**src/rtl/nexus_nonce_collector.sv**
```systemverilog
// -----------------------------------------------------------------------------
// nexus_nonce_collector
//
// Collects GoodNonceFound hits from HASHERS parallel SK1024 hash cores. Each
// core has a single 64-bit holding slot. A round-robin arbiter moves one full
// slot per cycle into a first-word-fall-through FIFO that the host side drains
// with a valid/pop handshake. A hit arriving while its slot is still occupied
// (and not being drained that cycle) is discarded and counted. The hash pipes
// are never stalled.
//
// Optional build macro:
//   NEXUS_NONCE_DEDUP_EN - remember the last nonce written to the FIFO and
//                          silently consume any granted nonce equal to it.
//
// Ports:
//   clk           single clock
//   nHashRst      asynchronous active-low reset
//   Flush         synchronous clear of slots and FIFO; counters are kept
//   NonceIn       core i nonce at [64*i +: 64]
//   NonceValid    core i hit pulse
//   NonceOut      FIFO head nonce (0 when empty)
//   NonceOutValid FIFO non-empty
//   NonceOutPop   consume head; ignored when empty
//   FifoCount     FIFO occupancy 0..DEPTH
//   DropCount     saturating count of discarded nonces
//   Overflow      sticky flag, set on the first drop
// -----------------------------------------------------------------------------
module nexus_nonce_collector #(
    parameter int HASHERS = 4,
    parameter int DEPTH   = 8,
    parameter int DROPW   = 8
) (
    input  logic                     clk,
    input  logic                     nHashRst,
    input  logic                     Flush,
    input  logic [64*HASHERS-1:0]    NonceIn,
    input  logic [HASHERS-1:0]       NonceValid,
    output logic [63:0]              NonceOut,
    output logic                     NonceOutValid,
    input  logic                     NonceOutPop,
    output logic [$clog2(DEPTH):0]   FifoCount,
    output logic [DROPW-1:0]         DropCount,
    output logic                     Overflow
);

    localparam int AW = $clog2(DEPTH);
    localparam int CW = AW + 1;
    localparam int IW = (HASHERS > 1) ? $clog2(HASHERS) : 1;
    localparam int SW = DROPW + 5;
    localparam logic [DROPW-1:0] DROP_MAX = '1;

    // ------------------------------------------------------------------
    // Shared control
    // ------------------------------------------------------------------
    logic [HASHERS-1:0] slot_full;
    logic [63:0]        slot_val [HASHERS];
    logic [HASHERS-1:0] slot_drop;

    logic               grant_any;
    logic               grant_vld;
    logic [IW-1:0]      grant_idx;
    logic [63:0]        grant_nonce;
    logic               is_dup;
    logic               wr_en;
    logic               pop_eff;
    logic               room;

    logic [IW-1:0]      rr_q, rr_d;
    logic [AW-1:0]      wr_ptr_q, wr_ptr_d;
    logic [AW-1:0]      rd_ptr_q, rd_ptr_d;
    logic [CW-1:0]      count_q, count_d;
    logic [DROPW-1:0]   drop_q, drop_d;
    logic               ovf_q, ovf_d;

    logic [63:0]        mem [DEPTH];

    // A pop is only real when there is something to pop and no flush.
    assign pop_eff = NonceOutPop && (count_q != '0) && !Flush;
    // Room exists when not full, or when full but the head leaves this cycle.
    assign room    = (count_q < CW'(DEPTH)) || pop_eff;
    assign grant_vld   = grant_any && room && !Flush;
    assign grant_nonce = slot_val[grant_idx];
    assign wr_en       = grant_vld && !is_dup;

    // ------------------------------------------------------------------
    // Per-core holding slots
    // ------------------------------------------------------------------
    for (genvar gi = 0; gi < HASHERS; gi++) begin : g_slot
        logic        full_q, full_d;
        logic [63:0] val_q, val_d;
        logic        granted;
        logic        blocked;

        assign granted = grant_vld && (grant_idx == IW'(gi));
        // Occupied and not leaving this cycle: a new hit cannot be accepted.
        assign blocked = full_q && !granted;
        assign slot_drop[gi] = !Flush && NonceValid[gi] && blocked;
        assign slot_full[gi] = full_q;
        assign slot_val[gi]  = val_q;

        always_comb begin
            full_d = full_q;
            val_d  = val_q;
            if (Flush) begin
                full_d = 1'b0;
            end else if (NonceValid[gi] && !blocked) begin
                // Covers both an empty slot and a reload of the slot being granted.
                full_d = 1'b1;
                val_d  = NonceIn[64*gi +: 64];
            end else if (granted) begin
                full_d = 1'b0;
            end
        end

        always_ff @(posedge clk or negedge nHashRst) begin
            if (!nHashRst) begin
                full_q <= 1'b0;
                val_q  <= '0;
            end else begin
                full_q <= full_d;
                val_q  <= val_d;
            end
        end
    end

    // ------------------------------------------------------------------
    // Round-robin arbiter: rr_q is the highest-priority index. Scanning
    // downwards makes the candidate closest to rr_q win.
    // ------------------------------------------------------------------
    always_comb begin
        logic [IW:0] cand;
        grant_any = 1'b0;
        grant_idx = '0;
        cand      = '0;
        for (int k = HASHERS - 1; k >= 0; k--) begin
            cand = {1'b0, rr_q} + (IW + 1)'(k);
            if (cand >= (IW + 1)'(HASHERS)) begin
                cand = cand - (IW + 1)'(HASHERS);
            end
            if (slot_full[cand[IW-1:0]]) begin
                grant_any = 1'b1;
                grant_idx = cand[IW-1:0];
            end
        end
    end

    always_comb begin
        logic [IW:0] nxt;
        rr_d = rr_q;
        nxt  = {1'b0, grant_idx} + (IW + 1)'(1);
        if (nxt >= (IW + 1)'(HASHERS)) begin
            nxt = '0;
        end
        if (grant_vld) begin
            rr_d = nxt[IW-1:0];
        end
    end

    // ------------------------------------------------------------------
    // Duplicate suppression
    // ------------------------------------------------------------------
`ifdef NEXUS_NONCE_DEDUP_EN
    logic [63:0] last_q, last_d;
    logic        last_vld_q, last_vld_d;

    assign is_dup = last_vld_q && (grant_nonce == last_q);

    always_comb begin
        last_d     = last_q;
        last_vld_d = last_vld_q;
        if (Flush) begin
            last_d     = '0;
            last_vld_d = 1'b0;
        end else if (wr_en) begin
            last_d     = grant_nonce;
            last_vld_d = 1'b1;
        end
    end

    always_ff @(posedge clk or negedge nHashRst) begin
        if (!nHashRst) begin
            last_q     <= '0;
            last_vld_q <= 1'b0;
        end else begin
            last_q     <= last_d;
            last_vld_q <= last_vld_d;
        end
    end
`else
    assign is_dup = 1'b0;
`endif

    // ------------------------------------------------------------------
    // FIFO control
    // ------------------------------------------------------------------
    always_comb begin
        wr_ptr_d = wr_ptr_q;
        rd_ptr_d = rd_ptr_q;
        count_d  = count_q;
        if (Flush) begin
            wr_ptr_d = '0;
            rd_ptr_d = '0;
            count_d  = '0;
        end else begin
            if (wr_en) begin
                wr_ptr_d = wr_ptr_q + AW'(1);
            end
            if (pop_eff) begin
                rd_ptr_d = rd_ptr_q + AW'(1);
            end
            if (wr_en && !pop_eff) begin
                count_d = count_q + CW'(1);
            end else if (pop_eff && !wr_en) begin
                count_d = count_q - CW'(1);
            end
        end
    end

    // Storage has no reset; the head is masked to zero while empty.
    always_ff @(posedge clk) begin
        if (wr_en) begin
            mem[wr_ptr_q] <= grant_nonce;
        end
    end

    // ------------------------------------------------------------------
    // Drop accounting: several slots may collide in the same cycle.
    // ------------------------------------------------------------------
    always_comb begin
        logic [SW-1:0] drop_sum;
        logic [SW-1:0] drop_acc;
        drop_sum = '0;
        for (int i = 0; i < HASHERS; i++) begin
            drop_sum = drop_sum + SW'(slot_drop[i]);
        end
        drop_acc = SW'(drop_q) + drop_sum;
        drop_d   = (drop_acc > SW'(DROP_MAX)) ? DROP_MAX : drop_acc[DROPW-1:0];
        ovf_d    = ovf_q | (|slot_drop);
    end

    always_ff @(posedge clk or negedge nHashRst) begin
        if (!nHashRst) begin
            rr_q     <= '0;
            wr_ptr_q <= '0;
            rd_ptr_q <= '0;
            count_q  <= '0;
            drop_q   <= '0;
            ovf_q    <= 1'b0;
        end else begin
            rr_q     <= rr_d;
            wr_ptr_q <= wr_ptr_d;
            rd_ptr_q <= rd_ptr_d;
            count_q  <= count_d;
            drop_q   <= drop_d;
            ovf_q    <= ovf_d;
        end
    end

    assign NonceOutValid = (count_q != '0);
    assign NonceOut      = NonceOutValid ? mem[rd_ptr_q] : '0;
    assign FifoCount     = count_q;
    assign DropCount     = drop_q;
    assign Overflow      = ovf_q;

endmodule
```
**config.mk**
```make
export PLATFORM = sky130hd
export DESIGN_NAME = nexus_nonce_collector
export DESIGN_NICKNAME = d
export VERILOG_FILES = /design/src/rtl/nexus_nonce_collector.sv
export SDC_FILE = /design/constraint.sdc
export NUM_CORES = 1
export LEC_CHECK = 0
export ABC_CLOCK_PERIOD_IN_PS = 10550
export CAP_MARGIN = 0
export CELL_PAD_IN_SITES_DETAIL_PLACEMENT = 1
export CELL_PAD_IN_SITES_GLOBAL_PLACEMENT = 2
export CORE_MARGIN = 4
export CORE_UTILIZATION = 42
export CTS_BUF_LIST = sky130_fd_sc_hd__clkbuf_16
export DETAILED_ROUTE_END_ITERATION = 7
export HOLD_SLACK_MARGIN = 0.12
export PLACE_DENSITY = 0.83
export SLEW_MARGIN = 40
export SYNTH_ARGS = -nofsm -noshare
export SYNTH_HDL_FRONTEND = slang
export SYNTH_SLANG_ARGS = --single-unit
```
**constraint.sdc**
```tcl
create_clock -name clk -period 10.55 [get_ports clk]
set_input_delay 2.11 -clock clk [delete_from_list [all_inputs] [get_ports clk]]
set_output_delay 2.11 -clock clk [all_outputs]
set_load 0.05 [all_outputs]
```
==> results.yml <==
cts:
  cts_max_level: 3
  clk_latency_ns: 0.62
  cts_buffers: 86
  post_cts_buffers: 0
  root_buffer: "clkbuf_16"
  max-clock-path-buffers: 3
  clk_pin_slew_ns: 0.06
  cts_sinks: 793
  cts_resized: 0
  ctsHoldBuffers: 0
  cts_tree: "done"
synthesis:
  synth_top_family_by_area: "multiplexers"
  yosys.area_share.adder_pct: 0.519
  synth_xor_area_share_pct: 0.298
  ys_seq_area_share_pct: 69.3
  ys_async_sr_fraction_pct: 35.4
  synth_top_cells_by_area: "edfxtp_1 48%, dfrtp_1 22%, mux4_2 8.9%"
  ys_warn_count: 0
  syn-instance-count: 1948
  ys_types: 44
  synth_area_per_cell_sq_um: 16.6
  dominantRegCellSynth: "edfxtp_1"
  yosys.area.top_type_share_pct: 47.6
  synth_edf_count: 512
  syn_nets: 2223
  synth_top_cell_by_area: "edfxtp_1"
  ys_ff_latch: 793
  synth_compound_area_share_pct: 1.72
  yosys.area_share.simple_pct: 6.26
  synth_mux_area_share_pct: 20.0
  synth_area_sq_um: 32300
routing:
  wire_per_inst_um: 25.2
  routed_wl_um: 86100
  via_per_inst: 5.39
  drt_iter0_drc: 1328
  ant_nets: 0
  drc_errors: 0
  vias: 18402
  dr.pass1.iters: 5
die:
  start_util_pct: 42.5
  die-width_um: 285
  placementRows: 101
  dieArea_sq_um: 81400
  die_h_um: 285
  io_pins: 342
  fp.coreArea_sq_um: 76100
place:
  place_area_sq_um: 37000
  place_hpwl_um: 53800
  dp.cells: 3245
  port-buffer-count: 341
  gp_congestion: 0.763
sta:
  slew_headroom_pct: 41.2
  rsz0062_at_grt: "no"
  drv_slew: 0
  layout_min_cycle_time_ns: 6.44
  tns_ns: 0
  fin_skew_ns: 0.0196
  tightest_slew_ns: 0.882
  setup_viol_count_final: 0
  hold_viol: 0
  fmax_ghz: 0.155
  timing.final.crit_share_pct: 61.1
global_routing:
  antenna_found_initial: 2
  grt_pass1_wl_um: 130000
  grt_start_max_net_pins: 75
  grt_pass1_vias: 20393
  overflow: 0
  grt_use_total_pct: 21.1
power_and_ir_drop:
  p_per_area_nw_per_um2: 275
  vdd_drop_max_v: 0.000205
  power_mw: 10.9
  power_leakage_nw: 14.3
setup_path:
  cp-start-kind: "flop"
  reg2reg_from: "rr_q[1]"
  cp_max_fo: 29
  r2r_cells: 14
  r2r-end: "DropCount[2]"
  worst-r2r-setup-slack_ns: 5.63
  crit_arrival_ns: 4.33
  crit_type: "reg2out"
  worstSetupEndpointType: "output port"
  required_ns: 8.44
worst_hold_path:
  hp-start: "g_slot[0].val_q[2]"
  min_path_type: "reg2reg"
  whs_path_depth: 1
  holdPathEnd: "g_slot[0].val_q[2]"
finish:
  final_cells: 3411
  synthToLayoutAreaGrowth_pct: 23.4
  postLayoutCellArea_sq_um: 39900
  nets: 2579
  layout-drive-gt1-share_pct: 25.1
flow_run:
  maxCapViolations: 0
outcome:
  outcome: "complete, no violations"
==> synthesized netlist by cell type (all sizes together), types with 38 or more instances <==
| master | number |
|---|---|
| mux4 | 128 |
| and3 | 67 |
| mux2 | 256 |
| dfrtp | 281 |
| edfxtp | 512 |
| a31oi | 65 |
| mux2i | 67 |
| nor2 | 90 |
| clkbuf | 77 |
| buf | 38 |
| nand2 | 275 |
==> per-layer routing <==
layer,track usage [%],up-vias,wire (um)
li1,-,8082,-
met1,28.0,9782,36700
met2,36.2,428,43900
met3,3.51,110,3340
met4,5.64,0,2130
met5,0,-,0
==> sequential cells by signal, summed over array words and instances, names as in the netlist <==
signal / flops
DropCount: 8
FifoCount: 4
Overflow: 1
g_slot.full_q: 4
g_slot.val_q: 256
mem: 512
rd_ptr_q: 3
rr_q: 2
wr_ptr_q: 3
==> cell type report <==
cell class | instances | area (sq um)
Tap cell | 1030 | 1290
Clock inverter | 72 | 497
Inverter | 11 | 46.3
Multi-Input combinational cell | 1029 | 9530
Sequential cell | 793 | 22400
Clock buffer | 90 | 2250
Timing Repair Buffer | 383 | 3840
Antenna cell | 3 | 7.51
Fill cell | 7137 | 36200
==> power breakdown <==
group	total (mW)	switching [mW]	internal, mW	leakage, nW
Sequential	4.34	0.247	4.09	7.95
Clock	2.91	1.22	1.69	1.45
Combinational	3.70	2.35	1.35	4.90
Total	10.9	3.82	7.13	14.3
==> critical path, stage by stage (launching register included) <==
cell and delay, ns:
dfrtp_4 0.78, buf_4 0.61, buf_4 0.61, mux4_2 0.59, mux2i_1 0.20, nor2_1 0.06
clkdlybuf4s50_1 0.79
==> worst max path at each step <==
stage | start | to | slack [ns]
6_report | rd_ptr_q[0] | NonceOut[51] | 4.11
5_1_grt | rd_ptr_q[0] | NonceOut[51] | 3.76
4_1_cts | rd_ptr_q[0] | NonceOut[51] | 3.96
3_5_place_dp | rd_ptr_q[0] | NonceOut[51] | 4.66
3_3_place_gp | rd_ptr_q[0] | NonceOut[51] | 4.74
2_1_floorplan | NonceOutPop | mem[0][0] | 0.97
==> stage by stage <==
stage / utilization (%) / setup WS [ns] / hold slack, ns
finish: 52.4 / 4.11 / 0.504
floorplan: - / 0.974 / 0.479
global route: 52.4 / 3.76 / 0.514
detailed placement: 48.6 / 4.66 / 0.494
CTS: 52.2 / 3.96 / 0.509
global placement: 48.4 / 4.74 / 0.488
==> cells in the final DEF (no fill, tap or decap), drive strengths merged, types with 43 or more instances in the layout <==
| cell | n |
|---|---|
| buf | 43 |
| clkbuf | 90 |
| mux4 | 128 |
| and3 | 67 |
| mux2i | 67 |
| nand2 | 275 |
| nor2 | 90 |
| a31oi | 65 |
| dfrtp | 281 |
| edfxtp | 512 |
| mux2 | 256 |
| clkdlybuf4s50 | 340 |
==> cell families (layout without fill, tap and decap cells) <==
kind of cell | Yosys count | count (layout)
adders and majority gates | 11 | 11
other | 0 | 3
AOI/OAI and AO/OA | 88 | 88
DFF | 793 | 793
buffers and inverters | 126 | 556
and+or+nand+nor | 468 | 468
xor gates and xnor gates | 11 | 11
muxes | 451 | 451
Note: power is estimated with default switching activity, not from simulation.
==> RTL change 1, RTL diff (config.mk and constraints unchanged) <==
Put one more register stage on the output `DropCount`, with the module's reset. The value now appears one clock later. The other outputs are not delayed to match.
--- a/src/rtl/nexus_nonce_collector.sv
+++ b/src/rtl/nexus_nonce_collector.sv
@@ -261,3 +261,9 @@
     assign FifoCount     = count_q;
-    assign DropCount     = drop_q;
+    always_ff @(posedge clk or negedge nHashRst) begin
+        if (!nHashRst) begin
+            DropCount <= '0;
+        end else begin
+            DropCount <= drop_q;
+        end
+    end
     assign Overflow      = ovf_q;
Function: changed (a bounded check fails within 4 cycles, from zero or initial values and one cycle with nHashRst low).
==> RTL change 1 against the unedited design <==
Count of clock-buffer cells in the layout up 2. Global-route usage down 1.5 points. Via count down 7.0%. Cell area up 2.5%. Setup slack better by 0.72 ns. Sequential cell count up 8. Total power up 7.0%. Critical endpoint is now NonceOut[23]. Die area up 3.3%. Wire length down 4.7%. Synthesized area up 3.4%.
==> RTL change 1: results (changes against the unedited design) <==
stage;metric;value;unit;change
logic_synthesis;synth_compound_area_share;0.554;%;-1.2 points
route;drt_iter0_markers;929;;-30%
power;p_switching;3990;uW;+4.4%
logic_synthesis;synth_adder_area_share;0.502;%;-0.017 points
route;vias;17100;;-7.0%
hold_path;min_to;DropCount[7]$_DFF_PN0_;;
critical_path;cp_slowest_stage_delay;0.74;ns;-0.05 ns
global_routing;grt_usage;19.5;%;-1.5 points
run_status;status;finished, final reports clean;;
cts;cts_sinks;801;;+1.0%
power;ir_drop;0.000134;V;-34%
power;p_leak;0.0152;uW;+6.3%
finish;multi_input_area_share;25.1;%;+1.2 points
critical_path;critical_path.endpoint;NonceOut[23];;
logic_synthesis;synth_area_leaders;edfxtp_1, dfrtp_1, mux4_2;;
logic_synthesis;synth_common_cells;edfxtp_1, dfrtp_1, mux2i_1;;
logic_synthesis;synthDistinctLibCells;48;;+9.1%
global_routing;grt_pass1_wl;126;mm;-3.0%
global_routing;grt_max_degree;136;;+81%
finish;sh_seq_area;55.3;%;-0.90 points
finish;n_clock_buffer;92;;+2.2%
critical_path;critPathArrivalTime;3.61;ns;-0.72 ns
timing;max_slew_margin;42.5;%;+1.3 points
logic_synthesis;synth_nets;2018;;-9.2%
route;routed_wl;82.0;mm;-4.7%
power;comb_cell_power;4060;uW;+9.7%
==> RTL change 1: cell count changes after synthesis, moves of 8 or more <==
| cell | before | now |
|---|---|---|
| buf_2 | 9 | 41 |
| buf_6 | 7 | 15 |
| and3_1 | 67 | 2 |
| buf_1 | 21 | 5 |
| dfrtp_1 | 281 | 289 |
| mux2_4 | 6 | 180 |
| nand2_1 | 275 | 15 |
| clkbuf_1 | 70 | 29 |
| a31oi_1 | 65 | 2 |
| mux2i_1 | 67 | 257 |
| mux2_2 | 250 | 76 |
==> RTL change 1: layer usage <==
metal	GRT usage (%)	up-vias	wire [um]
li1	-	7525	-
met1	25.1	9109	34300
met2	34.2	384	42200
met3	4.13	98	3830
met4	4.61	0	1690
met5	0	-	0
==> RTL change 1: per-stage QoR <==
step | cell area (um^2) | setup WS (ns)
2_1_floorplan | 33400 | 0.293
3_3_place_gp | 37900 | 4.50
3_5_place_dp | 38000 | 4.39
4_1_cts | 40800 | 4.44
5_1_grt | 40900 | 4.51
6_report | 40900 | 4.83
==> RTL change 2, RTL diff (config.mk and constraints unchanged) <==
Made on the original files. Set the parameter `DROPW` to 7 (it was 8).
--- a/src/rtl/nexus_nonce_collector.sv
+++ b/src/rtl/nexus_nonce_collector.sv
@@ -30,3 +30,3 @@
     parameter int DEPTH   = 8,
-    parameter int DROPW   = 8
+    parameter int DROPW   = 7
 ) (
Ports: changed (resized DropCount); port bits go from 342 to 341. The function was not compared with the original's and may differ.
==> RTL change 2 against the unedited design <==
Clock skew up 0.0073 ns. Setup slack worse by 0.092 ns. Synthesized area up 1.1%. Synthesized cell count unchanged. Wire length up 3.5%. Critical path type unchanged. Sequential share of layout area down 0.92 points. Via count up 0.13%. Global-route usage up 0.57 points. Sequential cell count down 1. Largest power group unchanged. Fmax down 1.4%. Cell area up 1.5%. Total power up 2.9%.
==> RTL change 2: results (changes against the unedited design) <==
stage;metric;value;unit;change
run_status;status;finished, final reports clean;;
logic_synthesis;synth_area_leaders;edfxtp_1, dfrtp_1, mux4_2;;
critical_path;cp_max_fo;53;;+83%
route;wire_per_inst;26.0;um;+3.2%
finish;nets;2579;;unchanged
critical_path;cp-startpoint;rd_ptr_q[1]$_DFFE_PN0P_;;
logic_synthesis;synthDistinctLibCells;39;;-11%
critical_path;critPathArrivalTime;4.42;ns;+0.09 ns
hold_path;min_to;g_slot[3].val_q[36]$_DFFE_PN0P_;;
cts;numCtsBuffers;85;;-1.2%
critical_path;worst_r2r_path_depth;13;;-1
timing;hold_slack;0.508;ns;+0.00346 ns
logic_synthesis;synth_nets;2223;;unchanged
logic_synthesis;synth_common_cells;edfxtp_1, dfrtp_1, nand2_1;;
hold_path;hold_depth;1;;unchanged
power;ir_drop;0.000146;V;-29%
global_routing;grt_max_degree;134;;+79%
finish;drive_gt1_share;25.5;%;+0.40 points
logic_synthesis;synthArstFlopShare;35.4;%;-0.082 points
global_routing;use_met2;35.9;%;-0.25 points
global_routing;antenna_found_initial;5;;+3
finish;fillers;7208;;+0.99%
placement;gp_congestion;0.780;;+2.2%
cts;clock_tree.root_cell;clkbuf_16;;
placement;portBuffers;340;;-0.29%
global_routing;use_met3;3.85;%;+0.34 points
global_routing;grt_pass1_wl;133;mm;+2.5%
hold_path;min_path_type;reg -> reg;;
critical_path;path_delay_family;buffers and inverters;;
route;wl_met3;3.99;mm;+19%
logic_synthesis;ys.flop_type;edfxtp_1;;
route;drc_errors;0;;unchanged
global_routing;grt_usage;21.6;%;+0.57 points
critical_path;r2r-start;rr_q[0]$_DFFE_PN0P_;;
cts;clkLatencyLatePin;0.63;ns;
placement;dp_hpwl;56.3;mm;+4.6%
hold_path;hp-start;g_slot[3].val_q[36]$_DFFE_PN0P_;;
critical_path;r2r_slack;6.00;ns;+0.37 ns
timing;skew;0.0269;ns;+0.00728 ns
route;drt_iter0_markers;1101;;-17%
route;route.met2.wl;44.0;mm;+0.42%
cts;cts.clk_slew.worst_paths;0.06;ns;about the same
critical_path;cp_slowest_stage_delay;0.86;ns;+0.07 ns
route;wirelength_met1;38.9;mm;+6.0%
power;p_leak;0.0148;uW;+3.4%
route;viasPerCell;5.39;;-0.16%
logic_synthesis;synth-seq-area-share;68.5;%;-0.82 points
critical_path;r2r_end;DropCount[1]$_DFF_PN0_;;
global_routing;grt_pass1_vias;20600;;+0.82%
timing;worstMarginPinSlew;0.896;ns;+0.0140 ns
global_routing;grtUsageMet1;29.7;%;+1.6 points
RTL change 2: cell count changes after synthesis, sizes merged, moves of 2 or more:
cell,before,now
a21oi,11,13
nand3,8,5
o21ai,3,6
nand3b,1,4
xnor2,6,4
RTL change 2: per-stage QoR:
step | total power, uW | util [%] | setup slack (ns) | area, um^2 | cells
after floorplan | 6800 | - | 1.20 | 32700 | 1948
after CTS | 11400 | 52.2 | 3.86 | 40300 | 3413
after global routing | 11800 | 52.5 | 3.79 | 40500 | 3421
final | 11300 | 52.5 | 4.02 | 40500 | 3421
after global placement | 8090 | 48.2 | 4.41 | 37200 | 3248
after detailed placement | 8270 | 48.4 | 4.55 | 37400 | 3254
RTL change 2: area by class of cell:
class                      count  share of cell area [%]
multi-input combinational   1031                    24.6
clock inverter                69                    1.55
sequential                   792                    55.3
inverter                      11                   0.111
tap                         1040                    3.21
clock buffer                  90                    5.56
antenna                        5                  0.0309
timing repair buffer         383                    9.62
RTL change 2: kinds of logic (layout without fill, tap and decap cells):
kind of cell,Yosys count,after routing,share of synthesized area [%]
other cells,0,5,0
fa+ha+maj,11,11,0.513
compound gates,94,94,1.82
flops,792,792,68.5
buf+inv,125,553,1.74
simple gates,467,467,6.12
xor+xnor,9,9,0.241
mux,450,450,21.1
RTL change 2: worst max path at each step:
stage | end | slack (ns)
floorplan | mem[0][0]$_DFFE_PP_ | 1.20
global placement | g_slot[2].val_q[21]$_DFFE_PN0P_ | 4.41
detailed placement | NonceOut[58] | 4.55
CTS | NonceOut[58] | 3.86
global route | NonceOut[39] | 3.79
finish | NonceOut[31] | 4.02
RTL change 2: power breakdown:
| part | internal [uW] | switching [uW] |
|---|---|---|
| clock | 1820 | 1240 |
| sequential | 4090 | 255 |
| combinational | 1430 | 2430 |
